`src/rtl/ps2_rx_scancode_fifo_pkg.sv`:
```
// Shared constants for the PS/2 receive path: FSM encoding, frame geometry, error bits, inhibit hold.
package ps2_rx_scancode_fifo_pkg;

    localparam logic [1:0] ST_IDLE   = 2'd0;
    localparam logic [1:0] ST_DATA   = 2'd1;
    localparam logic [1:0] ST_PARITY = 2'd2;
    localparam logic [1:0] ST_STOP   = 2'd3;

    localparam int PS2_DATA_BITS = 8;

    localparam int ERR_PARITY = 0;
    localparam int ERR_FRAME  = 1;

    // 100 us at 83.333 MHz
    localparam int PS2_INHIBIT_HOLD = 8334;

    // PS/2 uses odd parity across the eight data bits plus the parity bit
    function automatic logic odd_parity_ok(input logic [7:0] data, input logic parity);
        return ^{data, parity};
    endfunction

endpackage

```
`src/rtl/ps2_rx_scancode_fifo_if.sv`:
```
// CPU-side register view of the scan-code FIFO: pop/clear strobes in, head/count/errors out.
interface ps2_rx_scancode_fifo_if #(
    parameter int FIFO_DEPTH = 8
) ();
    localparam int CW = $clog2(FIFO_DEPTH) + 1;

    logic          pop;
    logic          error_clear;
    logic [7:0]    head_data;
    logic          not_empty;
    logic [CW-1:0] fifo_count;
    logic [1:0]    error_sticky;

    modport master (
        output pop, error_clear,
        input  head_data, not_empty, fifo_count, error_sticky
    );

    modport slave (
        input  pop, error_clear,
        output head_data, not_empty, fifo_count, error_sticky
    );
endinterface

```
`src/rtl/ps2_rx_scancode_fifo_line_filter.sv`:
```
// 2-flop synchronizer plus FILTER_LEN-sample glitch filter for one PS/2 line; level resets to 1.
// Latency 2+FILTER_LEN cycles from pin change to filtered change; fall_o pulses with the 1->0 change.
module ps2_rx_scancode_fifo_line_filter #(
    parameter int FILTER_LEN = 8
) (
    input  logic clk,
    input  logic rst_n,
    input  logic raw_i,
    output logic level_o,
    output logic fall_o
);
    localparam int CW = (FILTER_LEN > 1) ? $clog2(FILTER_LEN) : 1;

    logic          sync1_q, sync2_q, level_q, fall_q;
    logic [CW-1:0] cnt_q, cnt_d;
    logic          differ, flip;

    assign differ = (sync2_q != level_q);
    assign flip   = differ && (cnt_q == CW'(FILTER_LEN - 1));

    always_comb begin
        cnt_d = '0;
        if (differ && !flip) cnt_d = cnt_q + CW'(1);
    end

    always_ff @(posedge clk or negedge rst_n) begin
        if (!rst_n) begin
            sync1_q <= 1'b1;
            sync2_q <= 1'b1;
            level_q <= 1'b1;
            fall_q  <= 1'b0;
            cnt_q   <= '0;
        end else begin
            sync1_q <= raw_i;
            sync2_q <= sync1_q;
            cnt_q   <= cnt_d;
            fall_q  <= flip && level_q;
            if (flip) level_q <= ~level_q;
        end
    end

    assign level_o = level_q;
    assign fall_o  = fall_q;
endmodule

```
`src/rtl/ps2_rx_scancode_fifo.sv`:
```
// PS/2 device-to-host receiver: deframes 11-bit frames into a FIFO drained by CPU pop strobes.
// Byte visible one cycle after the stop-bit clock fall; PS/2 clock held low while the FIFO is full.
module ps2_rx_scancode_fifo
    import ps2_rx_scancode_fifo_pkg::*;
#(
    parameter int FILTER_LEN     = 8,
    parameter int TIMEOUT_CYCLES = 166667,
    parameter int FIFO_DEPTH     = 8,
    parameter int INHIBIT_HOLD   = PS2_INHIBIT_HOLD
) (
    input  logic main_clk,
    input  logic main_reset_n,
    input  logic ps2_external_clock_in,
    input  logic ps2_external_data_in,
    output logic ps2_external_clock_pulldown,
    output logic ps2_external_data_pulldown,
    ps2_rx_scancode_fifo_if.slave cpu
);
    localparam int AW = $clog2(FIFO_DEPTH);
    localparam int CW = AW + 1;
    localparam int TW = $clog2(TIMEOUT_CYCLES + 1);
    localparam int HW = $clog2(INHIBIT_HOLD + 1);

    logic rst_meta_q, rst_n_q;

    // Reset asserts immediately but releases synchronously to main_clk
    always_ff @(posedge main_clk or negedge main_reset_n) begin
        if (!main_reset_n) begin
            rst_meta_q <= 1'b0;
            rst_n_q    <= 1'b0;
        end else begin
            rst_meta_q <= 1'b1;
            rst_n_q    <= rst_meta_q;
        end
    end

    logic clk_lvl_unused, clk_fall, dat_lvl, data_fall_unused;

    ps2_rx_scancode_fifo_line_filter #(.FILTER_LEN(FILTER_LEN)) u_clk_filter (
        .clk(main_clk), .rst_n(rst_n_q), .raw_i(ps2_external_clock_in),
        .level_o(clk_lvl_unused), .fall_o(clk_fall)
    );

    ps2_rx_scancode_fifo_line_filter #(.FILTER_LEN(FILTER_LEN)) u_dat_filter (
        .clk(main_clk), .rst_n(rst_n_q), .raw_i(ps2_external_data_in),
        .level_o(dat_lvl), .fall_o(data_fall_unused)
    );

    logic [1:0]    state_q, state_d;
    logic [2:0]    idx_q, idx_d;
    logic [7:0]    shift_q, shift_d;
    logic          par_q, par_d;
    logic [TW-1:0] tmo_q, tmo_d;
    logic          push_req, set_par, set_frm;

    logic [7:0]    mem_q [FIFO_DEPTH];
    logic [AW-1:0] wr_ptr_q, wr_ptr_d, rd_ptr_q, rd_ptr_d;
    logic [CW-1:0] count_q, count_d;
    logic [7:0]    head_q, head_d;
    logic          full, do_push, do_pop, drop;

    logic          inhibit_q, inhibit_d, inhibit;
    logic [HW-1:0] hold_q, hold_d;
    logic [1:0]    err_q, err_d;

    assign full    = (count_q == CW'(FIFO_DEPTH));
    assign inhibit = inhibit_q || full;

    always_comb begin
        state_d  = state_q;
        idx_d    = idx_q;
        shift_d  = shift_q;
        par_d    = par_q;
        tmo_d    = tmo_q;
        push_req = 1'b0;
        set_par  = 1'b0;
        set_frm  = 1'b0;
        if (inhibit) begin
            state_d = ST_IDLE;
            tmo_d   = '0;
        end else if (clk_fall) begin
            tmo_d = '0;
            case (state_q)
                ST_IDLE: begin
                    if (!dat_lvl) begin
                        state_d = ST_DATA;
                        idx_d   = '0;
                    end
                end
                ST_DATA: begin
                    shift_d = {dat_lvl, shift_q[7:1]};
                    idx_d   = idx_q + 3'd1;
                    if (idx_q == 3'(PS2_DATA_BITS - 1)) state_d = ST_PARITY;
                end
                ST_PARITY: begin
                    par_d   = dat_lvl;
                    state_d = ST_STOP;
                end
                default: begin
                    // Bad stop bit outranks a parity error
                    state_d = ST_IDLE;
                    if (!dat_lvl)                            set_frm  = 1'b1;
                    else if (!odd_parity_ok(shift_q, par_q)) set_par  = 1'b1;
                    else                                     push_req = 1'b1;
                end
            endcase
        end else if (state_q != ST_IDLE) begin
            if (tmo_q == TW'(TIMEOUT_CYCLES - 1)) begin
                state_d = ST_IDLE;
                tmo_d   = '0;
                set_frm = 1'b1;
            end else begin
                tmo_d = tmo_q + TW'(1);
            end
        end
    end

    assign do_push  = push_req && !full;
    assign drop     = push_req && full;
    assign do_pop   = cpu.pop && (count_q != '0);
    assign wr_ptr_d = wr_ptr_q + AW'(do_push);
    assign rd_ptr_d = rd_ptr_q + AW'(do_pop);
    assign count_d  = count_q + CW'(do_push) - CW'(do_pop);
    // Pushing into an (about to be) empty FIFO bypasses the array so head tracks the new byte
    assign head_d   = (do_push && (wr_ptr_q == rd_ptr_d)) ? shift_q : mem_q[rd_ptr_d];

    always_comb begin
        inhibit_d = inhibit_q;
        hold_d    = hold_q;
        if (!inhibit_q) begin
            if (full) begin
                inhibit_d = 1'b1;
                hold_d    = '0;
            end
        end else if (hold_q != HW'(INHIBIT_HOLD - 1)) begin
            hold_d = hold_q + HW'(1);
        end else if (!full) begin
            inhibit_d = 1'b0;
        end
    end

    always_comb begin
        err_d = cpu.error_clear ? 2'b00 : err_q;
        if (set_par)         err_d[ERR_PARITY] = 1'b1;
        if (set_frm || drop) err_d[ERR_FRAME]  = 1'b1;
    end

    always_ff @(posedge main_clk) begin
        if (do_push) mem_q[wr_ptr_q] <= shift_q;
    end

    always_ff @(posedge main_clk or negedge rst_n_q) begin
        if (!rst_n_q) begin
            state_q   <= ST_IDLE;
            idx_q     <= '0;
            shift_q   <= '0;
            par_q     <= 1'b0;
            tmo_q     <= '0;
            wr_ptr_q  <= '0;
            rd_ptr_q  <= '0;
            count_q   <= '0;
            head_q    <= '0;
            inhibit_q <= 1'b0;
            hold_q    <= '0;
            err_q     <= '0;
        end else begin
            state_q   <= state_d;
            idx_q     <= idx_d;
            shift_q   <= shift_d;
            par_q     <= par_d;
            tmo_q     <= tmo_d;
            wr_ptr_q  <= wr_ptr_d;
            rd_ptr_q  <= rd_ptr_d;
            count_q   <= count_d;
            head_q    <= head_d;
            inhibit_q <= inhibit_d;
            hold_q    <= hold_d;
            err_q     <= err_d;
        end
    end

    assign ps2_external_clock_pulldown = inhibit;
    assign ps2_external_data_pulldown  = 1'b0;
    assign cpu.head_data               = head_q;
    assign cpu.not_empty               = (count_q != '0);
    assign cpu.fifo_count              = count_q;
    assign cpu.error_sticky            = err_q;
endmodule
```
`src/flat_wrapper.sv`:
```
// flat-port wrapper written by rule: the top's interface ports become plain ports
module ps2_rx_scancode_fifo_flat import ps2_rx_scancode_fifo_pkg::*;
#(
    parameter int FILTER_LEN     = 8,
    parameter int TIMEOUT_CYCLES = 166667,
    parameter int FIFO_DEPTH     = 8,
    parameter int INHIBIT_HOLD   = PS2_INHIBIT_HOLD
)
  (main_clk, main_reset_n, ps2_external_clock_in, ps2_external_data_in, ps2_external_clock_pulldown, ps2_external_data_pulldown, cpu_pop, cpu_error_clear, cpu_head_data, cpu_not_empty, cpu_fifo_count, cpu_error_sticky);
  ps2_rx_scancode_fifo_if #(.FIFO_DEPTH(FIFO_DEPTH)) cpu_i ();
  input  logic main_clk;
  input  logic main_reset_n;
  input  logic ps2_external_clock_in;
  input  logic ps2_external_data_in;
  output logic ps2_external_clock_pulldown;
  output logic ps2_external_data_pulldown;
  input wire logic [$bits(cpu_i.pop)-1:0] cpu_pop;
  input wire logic [$bits(cpu_i.error_clear)-1:0] cpu_error_clear;
  output wire logic [$bits(cpu_i.head_data)-1:0] cpu_head_data;
  output wire logic [$bits(cpu_i.not_empty)-1:0] cpu_not_empty;
  output wire logic [$bits(cpu_i.fifo_count)-1:0] cpu_fifo_count;
  output wire logic [$bits(cpu_i.error_sticky)-1:0] cpu_error_sticky;
  assign cpu_i.pop = cpu_pop;
  assign cpu_i.error_clear = cpu_error_clear;
  assign cpu_head_data = cpu_i.head_data;
  assign cpu_not_empty = cpu_i.not_empty;
  assign cpu_fifo_count = cpu_i.fifo_count;
  assign cpu_error_sticky = cpu_i.error_sticky;
  ps2_rx_scancode_fifo #(.FILTER_LEN(FILTER_LEN), .TIMEOUT_CYCLES(TIMEOUT_CYCLES), .FIFO_DEPTH(FIFO_DEPTH), .INHIBIT_HOLD(INHIBIT_HOLD)) u_core (.main_clk(main_clk), .main_reset_n(main_reset_n), .ps2_external_clock_in(ps2_external_clock_in), .ps2_external_data_in(ps2_external_data_in), .ps2_external_clock_pulldown(ps2_external_clock_pulldown), .ps2_external_data_pulldown(ps2_external_data_pulldown), .cpu(cpu_i));
endmodule
```
`config.mk`:
```
export PLATFORM = sky130hd
export DESIGN_NAME = ps2_rx_scancode_fifo_flat
export DESIGN_NICKNAME = d
export VERILOG_FILES = /design/src/rtl/ps2_rx_scancode_fifo_pkg.sv /design/src/rtl/ps2_rx_scancode_fifo_if.sv /design/src/rtl/ps2_rx_scancode_fifo_line_filter.sv /design/src/rtl/ps2_rx_scancode_fifo.sv /design/src/flat_wrapper.sv
export SDC_FILE = /design/constraint.sdc
export NUM_CORES = 1
export LEC_CHECK = 0
export BUFFER_PORTS_ARGS = -buffer_cell sky130_fd_sc_hd__buf_4
export CAP_MARGIN = 5
export CORE_UTILIZATION = 42
export CTS_BUF_LIST = sky130_fd_sc_hd__clkbuf_4 sky130_fd_sc_hd__clkbuf_8
export CTS_CLUSTER_SIZE = 28
export DETAILED_ROUTE_END_ITERATION = 16
export GPL_TIMING_DRIVEN = 0
export PLACE_DENSITY = 0.58
export REMOVE_ABC_BUFFERS = 1
export SLEW_MARGIN = 0
export SYNTH_ARGS = -nofsm -noshare
export SYNTH_HDL_FRONTEND = slang
export SYNTH_HIERARCHICAL = 1
export SYNTH_SLANG_ARGS = --single-unit
```
`constraint.sdc`:
```
create_clock -name main_clk -period 4.5 [get_ports main_clk]
set_clock_uncertainty 0.2 [all_clocks]
set_input_delay 0.9 -clock main_clk [delete_from_list [all_inputs] [get_ports main_clk]]
set_output_delay 0.9 -clock main_clk [all_outputs]
set_load 0.02 [all_outputs]
```
==> After elaboration in Yosys (flattened, before gate mapping) <==
Memories as Yosys holds them, arrays and structs flattened. A register that Yosys moved wholly into a read port is not among the register bits.
Index checks and enable logic that the tools add are counted.
{ "classes": {"n_addsub": 9, "n_eq_ne": 14, "muxes": 42, "reduce_logical": 30, "n_bitwise": 3} }
{ "ops": {"columns": ["operator", "n"], "rows": [
  ["$mux 18", 4],
  ["$mux 14", 3],
  ["$mux 1", 23],
  ["$add 18x1->18 const B", 1],
  ["$eq 18x18->1 const B", 1],
  ["$add 14x1->14 const B", 1],
  ["$mux 2", 7],
  ["$ne 14x14->1 const B", 1],
  ["$reduce_bool 2->1", 5],
  ["$add 3x1->3 const B", 3],
  ["$eq 3x3->1 const B", 3],
  ["$mux 3", 3],
  ["$reduce_xor 9->1", 1],
  ["$logic_and 1x1->1", 8],
  ["$reduce_and 4->1", 2],
  ["$add 3x1->3", 2],
  ["$pmux 2 s3", 1],
  ["$pmux 3 s2", 1],
  ["$reduce_and 3->1", 2],
  ["$reduce_bool 3->1", 2],
  ["$add 4x1->4", 1],
  ["$eq 4x4->1 const B", 1],
  ["$logic_not 1->1", 4],
  ["$ne 2x2->1 const B", 2],
  ["other kinds (12)", 16]
]} }
{ "word_totals": {"ram_bits": 64, "n_memories": 1, "regBits": 74, "output_inout_bits": 17, "wordCells": 122} }
{ "memory_table": {"columns": ["memory", "words", "word_bits", "read_ports", "rd_ports_with_merged_regs", "wr", "line", "rtl"], "rows": [
  ["u_core.mem_q", 8, 8, 1, 1, 1, "ps2_rx_scancode_fifo.sv:56", "logic [7:0] mem_q [FIFO_DEPTH];"]
]} }

==> Logic depth before layout (Yosys ltp) <==
Gate-level depths: netlist of the first run.
{ "logic_depth": {"word_depth": 9, "mapped_depth": 12, "mapped_depth_nobuf": 12} }

==> Hierarchy <==
The synthesis of the first run kept the hierarchy.
{ "modules_own_cells": {"columns": ["mod", "area_per_inst_um2", "instances", "cells_per_inst"], "rows": [
  ["ps2_rx_scancode_fifo", 5974.5, 1, 423],
  ["ps2_rx_scancode_fifo_line_filter", 254.0, 2, 15]
]} }

==> Worst setup path before layout of the first run <==
No wires, ideal clock.
{ "synth_path": {"path_type": "flip-flop to flip-flop", "from": "reg u_core.count_q[2], in the netlist u_core/cpu.fifo_count[2]", "to": "reg u_core.head_q[0], in the netlist u_core/cpu.head_data[0] (read register of u_core.mem_q)", "period_less_slack_ns": 3.311, "slack_ns": 1.189, "path_stages_with_launch": 12, "arrival_time_ns": 2.986, "setup_time_ns": 0.125, "path_cell_list": "dfrtp_1 > inv_1 > ha_1 > nand2_1 > and2_1 > ha_1 > ha_1 > clkbuf_1 > clkbuf_1 > mux4_2 > mux2_2 > mux2_2"} }
{ "synth_between": {"elab_chain_cells": 3} }
{ "synth_rtl": {"columns": ["item", "line", "rtl"], "rows": [
  ["start: declaration", "ps2_rx_scancode_fifo.sv:58", "logic [CW-1:0] count_q, count_d;"],
  ["start signal: assignment", "ps2_rx_scancode_fifo.sv:174", "count_q <= count_d;"],
  ["$reduce_bool 4->1", null, null],
  ["via cpu_not_empty", "flat_wrapper.sv:20", "output wire logic [$bits(cpu_i.not_empty)-1:0] cpu_not_empty;"],
  ["$logic_and 1x1->1", "ps2_rx_scancode_fifo.sv:120", "assign do_pop = cpu.pop && (count_q != '0);"],
  ["$add 3x1->3", "ps2_rx_scancode_fifo.sv:122", "assign rd_ptr_d = rd_ptr_q + AW'(do_pop);"],
  ["via u_core.rd_ptr_d[1]", "ps2_rx_scancode_fifo.sv:57", "logic [AW-1:0] wr_ptr_q, wr_ptr_d, rd_ptr_q, rd_ptr_d;"],
  ["end: declaration", "ps2_rx_scancode_fifo.sv:59", "logic [7:0] head_q, head_d;"]
]} }
The timed path passes the listed nets, and every way through them passes these cells.
A chain may end at the register's enable or synchronous reset.

==> Final worst setup path of the first run <==
{ "layout_path": {"from": "reg u_core.count_q[1], in the netlist u_core/cpu.fifo_count[1]", "to": "reg u_core.head_q[7], in the netlist u_core/cpu.head_data[7] (read register of u_core.mem_q)"} }
{ "layout_between": {"elab_chain_cells": 3} }
{ "layout_rtl": {"columns": ["item", "line"], "rows": [
  ["$reduce_bool 4->1", "ps2_rx_scancode_fifo.sv:120"],
  ["$logic_and 1x1->1", "ps2_rx_scancode_fifo.sv:120"],
  ["$add 3x1->3", "ps2_rx_scancode_fifo.sv:122"],
  ["via u_core.rd_ptr_d[2]", "ps2_rx_scancode_fifo.sv:57"]
]} }
The timed path passes the listed nets, and every way through them passes these cells.

==> flow_summary.json, run 1 <==
{
  "syn_avg_cell_area_sq_um": 14.3,
  "ff_latch_area_sq_mm": 0.00399,
  "path_cells": "nor2_1 -> nand2_1 -> and2_1 -> ha_1 -> ha_1 -> xor2_1 -> xor2_1 -> nor3_1 -> nand3_2 -> mux2_2",
  "vdd_drop_max_v": 0.000227,
  "clk_pin_slew_ns": 0.08,
  "root_buffer": "clkbuf_8",
  "finalCritPeriodShare": 0.829,
  "final_cell_mix": "dfrtp_1 (75), edfxtp_1 (64), nand2_1 (27)",
  "wl_per_cell_microns": 17.2,
  "grt_overflow": 0,
  "drc": 0,
  "max_freq_mhz": 268,
  "routabilityCongestion": 0.805,
  "htree_levels": 4,
  "crit_path_top_delay_cell": "xor2_1",
  "post_cts_buffers": 0,
  "syn2layout_area_growth_pct": 12.6,
  "worstSetupStartpoint": "u_core/cpu.fifo_count[1]$_DFF_PN0_",
  "relSlewSlack": 0.152,
  "gr-usage-all-layers": 0.163,
  "drv_slew": 0,
  "num-fill-cells": 1333,
  "layout-drive-gt1-share": 0.253,
  "core_sq_mm": 0.0148,
  "vias": 3635,
  "die_h_microns": 126,
  "numCtsBuffers": 17,
  "diodes": 0,
  "syn_area_sq_mm": 0.00645,
  "start_kind": "flop",
  "r2r_setup_slack_ns": 0.77,
  "fin_crit_ns": 3.73,
  "total_power_uw": 3020,
  "multi_input_area_sq_mm": 0.00238,
  "design_area_sq_mm": 0.00726,
  "yosys_warnings": 6,
  "reg2reg_to": "u_core/cpu.head_data[7]$_DFF_PN0_",
  "vias_per_cell": 5.33,
  "clk_latency_ns": 0.44,
  "fp-row-count": 44,
  "r2r-start": "u_core/cpu.fifo_count[1]$_DFF_PN0_",
  "r2r_cells": 10,
  "placed_area_sq_mm": 0.00688,
  "fin_tns_setup_ns": 0,
  "drtPass1Iterations": 6,
  "max-cap-violations": 0,
  "nets": 516,
  "antenna_found_initial": 0,
  "initial_core_util": 0.437,
  "p_leak_uw": 0.00309,
  "hold_path.class": "flop to asynchronous set/reset pin",
  "setup_ws_ns": 0.769,
  "power.density_mw_per_mm2": 416,
  "layout_commonest_cell": "dfrtp_1",
  "arrival_ns": 3.86,
  "post-place-ws_ns": 0.408,
  "cts_tree": "built",
  "worstMarginPinSlew_ns": 1.27,
  "path_delay_family": "XOR/XNOR gates",
  "die_w_microns": 126,
  "fin_hold_ws_ns": 0.111,
  "grt_max_degree": 48,
  "port_buffers": 21,
  "max_stage_delay_ns": 0.99,
  "grt_pass1_vias": 3792,
  "crit_type": "flop to flop",
  "synth_cells": 451,
  "critPathBufInv": 0,
  "hpwl_mm": 7.54,
  "clk_path_buf_depth": 2,
  "fp.dieArea_sq_mm": 0.0159,
  "outcome": "complete, no violations",
  "crit_required_ns": 4.62,
  "rsz0062_at_grt": "no",
  "dr.first_iter.drc_count": 238,
  "grt_pass1_wl_mm": 19.6,
  "post_cts_resized": 0,
  "ant_nets": 0,
  "ios": 23,
  "cts_sinks": 146,
  "cp_max_fo": 10,
  "drt-total-wl_mm": 11.7,
  "setup_viol": 0,
  "setup.worst_path.end_class": "flop",
  "finalHoldViolations": 0
}
## worst register-to-register path, stage by stage, from the launching register on
cell and delay, ns:
dfrtp_1 0.47, nor2_1 0.18, nand2_1 0.09, and2_1 0.19, ha_1 0.18, ha_1 0.18
xor2_1 0.99, xor2_1 0.15, nor3_1 0.27, nand3_2 0.32, mux2_2 0.39
## how the worst max path moves through the flow
stage / to / cells after the start
after floorplan: u_core/cpu.head_data[0]$_DFF_PN0_ / 8
after global placement: u_core/mem_q[4][1]$_DFFE_PP_ / 5
after detailed placement: u_core/cpu.head_data[3]$_DFF_PN0_ / 9
after CTS: u_core/cpu.head_data[3]$_DFF_PN0_ / 10
after global routing: u_core/cpu.head_data[0]$_DFF_PN0_ / 10
final: u_core/cpu.head_data[7]$_DFF_PN0_ / 10
## area by class of cell
cell class              instances  area share
flip-flops and latches        146       0.549
clock inverters                12      0.0148
well taps                     184      0.0317
multi-input cells             274       0.328
repair buffers                 27      0.0310
clock buffers                  20      0.0362
inverters                      19     0.00982
## state kept, by name, indices dropped and copies added (netlist names), 4 cells and up
signal                 count
u_core/cpu.head_data       8
u_core/mem_q              64
u_core/hold_q             14
u_core/shift_q             8
u_core/tmo_q              18
u_core/cpu.fifo_count      4
## where the power goes
part	total, uW	switching, uW	internal, uW
Sequential	1510	56.8	1460
Clock	962	497	464
Combinational	545	307	238
## routing by layer
| metal | vias up | wire length, microns | global-route usage |
|---|---|---|---|
| li1 | 1723 | - | - |
| met1 | 1861 | 5440 | 0.205 |
| met2 | 47 | 5900 | 0.274 |
| met3 | 4 | 302 | 0.0421 |
| met4 | 0 | 54 | 0.0510 |
| met5 | - | 0 | 0 |
## timing repair
item	CTS	global route
setup endpoints to repair	0	0
hold endpoints to repair	2	0
hold buffers	1	0
## through the flow
stage / cells / utilization
detailed placement: 649 / 0.466
floorplan: 439 / -
global placement: 644 / 0.459
global route: 682 / 0.492
CTS: 682 / 0.492
finish: 682 / 0.492
(Power assumes the default switching activity.)
==> run 2: changes to the inputs <==
Clock period 4.5 ns to 3.6 ns, I/O delays scaled along.
==> run 2 against run 1 <==
Compared with the run above:
- count of clock-buffer cells in the layout is the same
- via count shrank 0.22%
- combinational power is 26% higher
- clock power is 25% higher
- fmax increased by 11%
- non-clock buffer count stayed put
- sequential share of layout area fell by 0.076 points
- sequential power up 25%
- first-iteration DRC count grew 2.1%
- die area stayed put
- utilization rose by 0.068 points
- hold slack about the same
- largest power group unchanged
==> flow_summary.json, run 2 (synthesis gave the netlist of run 1 again) <==
{
  "outcome": "complete, no violations",
  "cts_tree": "built",
  "grt_max_degree": 48,
  "die_h_microns": 126,
  "worstSetupStartpoint": "u_core/cpu.fifo_count[1]$_DFF_PN0_",
  "die_w_microns": 126,
  "layout_commonest_cell": "dfrtp_1",
  "vdd_drop_max_v": 0.000284,
  "relSlewSlack": 0.311,
  "clk_path_buf_depth": 2,
  "max-cap-violations": 0,
  "grtUsageMet2": 0.274,
  "grt_use_met3": 0.0421,
  "fp.dieArea_sq_mm": 0.0159,
  "wl_per_cell_microns": 17.1,
  "hpwl_mm": 7.54,
  "clk_pin_slew_ns": 0.08,
  "instances_no_fill": 682,
  "finalCritPeriodShare": 0.936,
  "nets": 516,
  "root_buffer": "clkbuf_8",
  "dr.first_iter.drc_count": 243,
  "setup.worst_path.end_class": "flop",
  "grt_pass1_vias": 3792,
  "drt-total-wl_mm": 11.7,
  "drv_slew": 0,
  "r2r-start": "u_core/cpu.fifo_count[1]$_DFF_PN0_",
  "core_sq_mm": 0.0148,
  "placed_area_sq_mm": 0.00688,
  "vias": 3627,
  "numCtsBuffers": 17,
  "swShare": 0.285,
  "final_cell_mix": "dfrtp_1 (75), edfxtp_1 (64), nand2_1 (27)",
  "reg_top3": "u_core/mem_q x64, u_core/tmo_q x18, u_core/hold_q x14",
  "p_clk_frac": 0.318,
  "cp_max_fo": 10,
  "final_util": 0.493,
  "cts_sinks": 146,
  "crit_type": "flop to flop",
  "finalHoldViolations": 0,
  "p_comb_frac": 0.182,
  "switching_power_uw": 1080,
  "setup_viol": 0,
  "syn2layout_area_growth_pct": 12.8,
  "initial_core_util": 0.437,
  "grt.met1_usage": 0.205,
  "power.internal_uw": 2700,
  "fp-row-count": 44,
  "grt_pass1_wl_mm": 19.6,
  "largest_reg_flops": 64,
  "rsz0062_at_grt": "no",
  "place_inst": 649,
  "clk_latency_ns": 0.43,
  "antenna_found_initial": 0,
  "total_power_uw": 3780,
  "design_area_sq_mm": 0.00727,
  "diodes": 0,
  "htree_levels": 4,
  "crit_path_top_delay_cell": "xor2_2",
  "arrival_ns": 3.50,
  "max_freq_mhz": 297,
  "worstMarginPinSlew_ns": 1.03,
  "gr-usage-all-layers": 0.163,
  "crit_required_ns": 3.72,
  "routabilityCongestion": 0.805,
  "ant_nets": 0,
  "critPathBufInv": 0,
  "post_cts_buffers": 0,
  "drtPass1Iterations": 6,
  "grt_overflow": 0,
  "ios": 23,
  "start_kind": "flop",
  "p_leak_uw": 0.00308,
  "max_stage_delay_ns": 0.64,
  "layout-drive-gt1-share": 0.257,
  "fin_crit_ns": 3.37,
  "vias_per_cell": 5.32,
  "top_usage_layer": "met2",
  "power_frac_seq": 0.501,
  "path_cells": "nor2_1 -> nand2_1 -> and2_1 -> ha_2 -> ha_1 -> xor2_2 -> xor2_1 -> nor3_1 -> nand3_2 -> mux2_2",
  "port_buffers": 21,
  "hold_path.class": "flop to asynchronous set/reset pin",
  "drc": 0,
  "power.density_mw_per_mm2": 520,
  "top_register": "u_core/mem_q",
  "path_delay_family": "simple AND/OR/NAND/NOR gates"
}
run 2: per-stage QoR:
| stage | worst slack [ns] | hold slack, ns | setup TNS, ns |
|---|---|---|---|
| floorplan | 0.303 | 0.131 | 0 |
| global placement | -0.760 | 0.139 | -30.58 |
| detailed placement | -0.312 | 0.127 | -2.39 |
| CTS | 0.0218 | 0.131 | 0 |
| global route | 0.0294 | 0.151 | 0 |
| finish | 0.229 | 0.111 | 0 |
run 2: final cells by class:
class	instances	area, sq um
tap	184	230
clock inverter	12	108
multi-input combinational	274	2390
timing repair buffer	27	225
sequential	146	3990
fill	1332	7480
inverter	19	71.3
clock buffer	20	263
run 2: final timing paths:
| kind | end | slack, ns | depth (start not counted) |
|---|---|---|---|
| max | u_core/cpu.head_data[7]$_DFF_PN0_ | 0.23 | 10 |
| max reg2reg | u_core/cpu.head_data[7]$_DFF_PN0_ | 0.23 | 10 |
| min | u_core/cpu.head_data[7]$_DFF_PN0_ | 0.11 | 0 |
| min reg2reg | u_core/cpu.head_data[7]$_DFF_PN0_ | 0.11 | 0 |
| max in group asynchronous | u_core/u_clk_filter/sync2_q$_DFF_PN1_ | 2.43 | 1 |
| min in group main_clk | u_core/rst_n_q$_DFF_PN0_ | 0.16 | 0 |
run 2: layer usage:
metal | vias to the layer above | part of all wire
li1 | 1722 | -
met2 | 47 | 0.50
met1 | 1854 | 0.47
met4 | 0 | 0.0046
met3 | 4 | 0.025
met5 | - | 0
run 2: timing repair:
action	4_1_cts	5_1_grt
hold buffers	1	0
hold endpoints to repair	2	0
endpoints found under the setup margin	8	8
resized for setup	1	1
run 2: worst register-to-register path, delay by kind of cell, from the launching register on:
kind                     cells  cell delay, ns
adder cells (fa/ha/maj)      2            0.37
AND/OR/NAND/NOR              5            1.03
XOR/XNOR                     2            0.78
multiplexers                 1            0.39
flip-flops                   1            0.47
run 2: power groups by stage:
stage	sequential, uW	combinational, uW	clock (uW)
after global placement	1930	670	0
after detailed placement	1930	707	0
after floorplan	1940	467	0
after CTS	1890	712	1240
after global routing	1910	767	1290
final	1890	686	1200
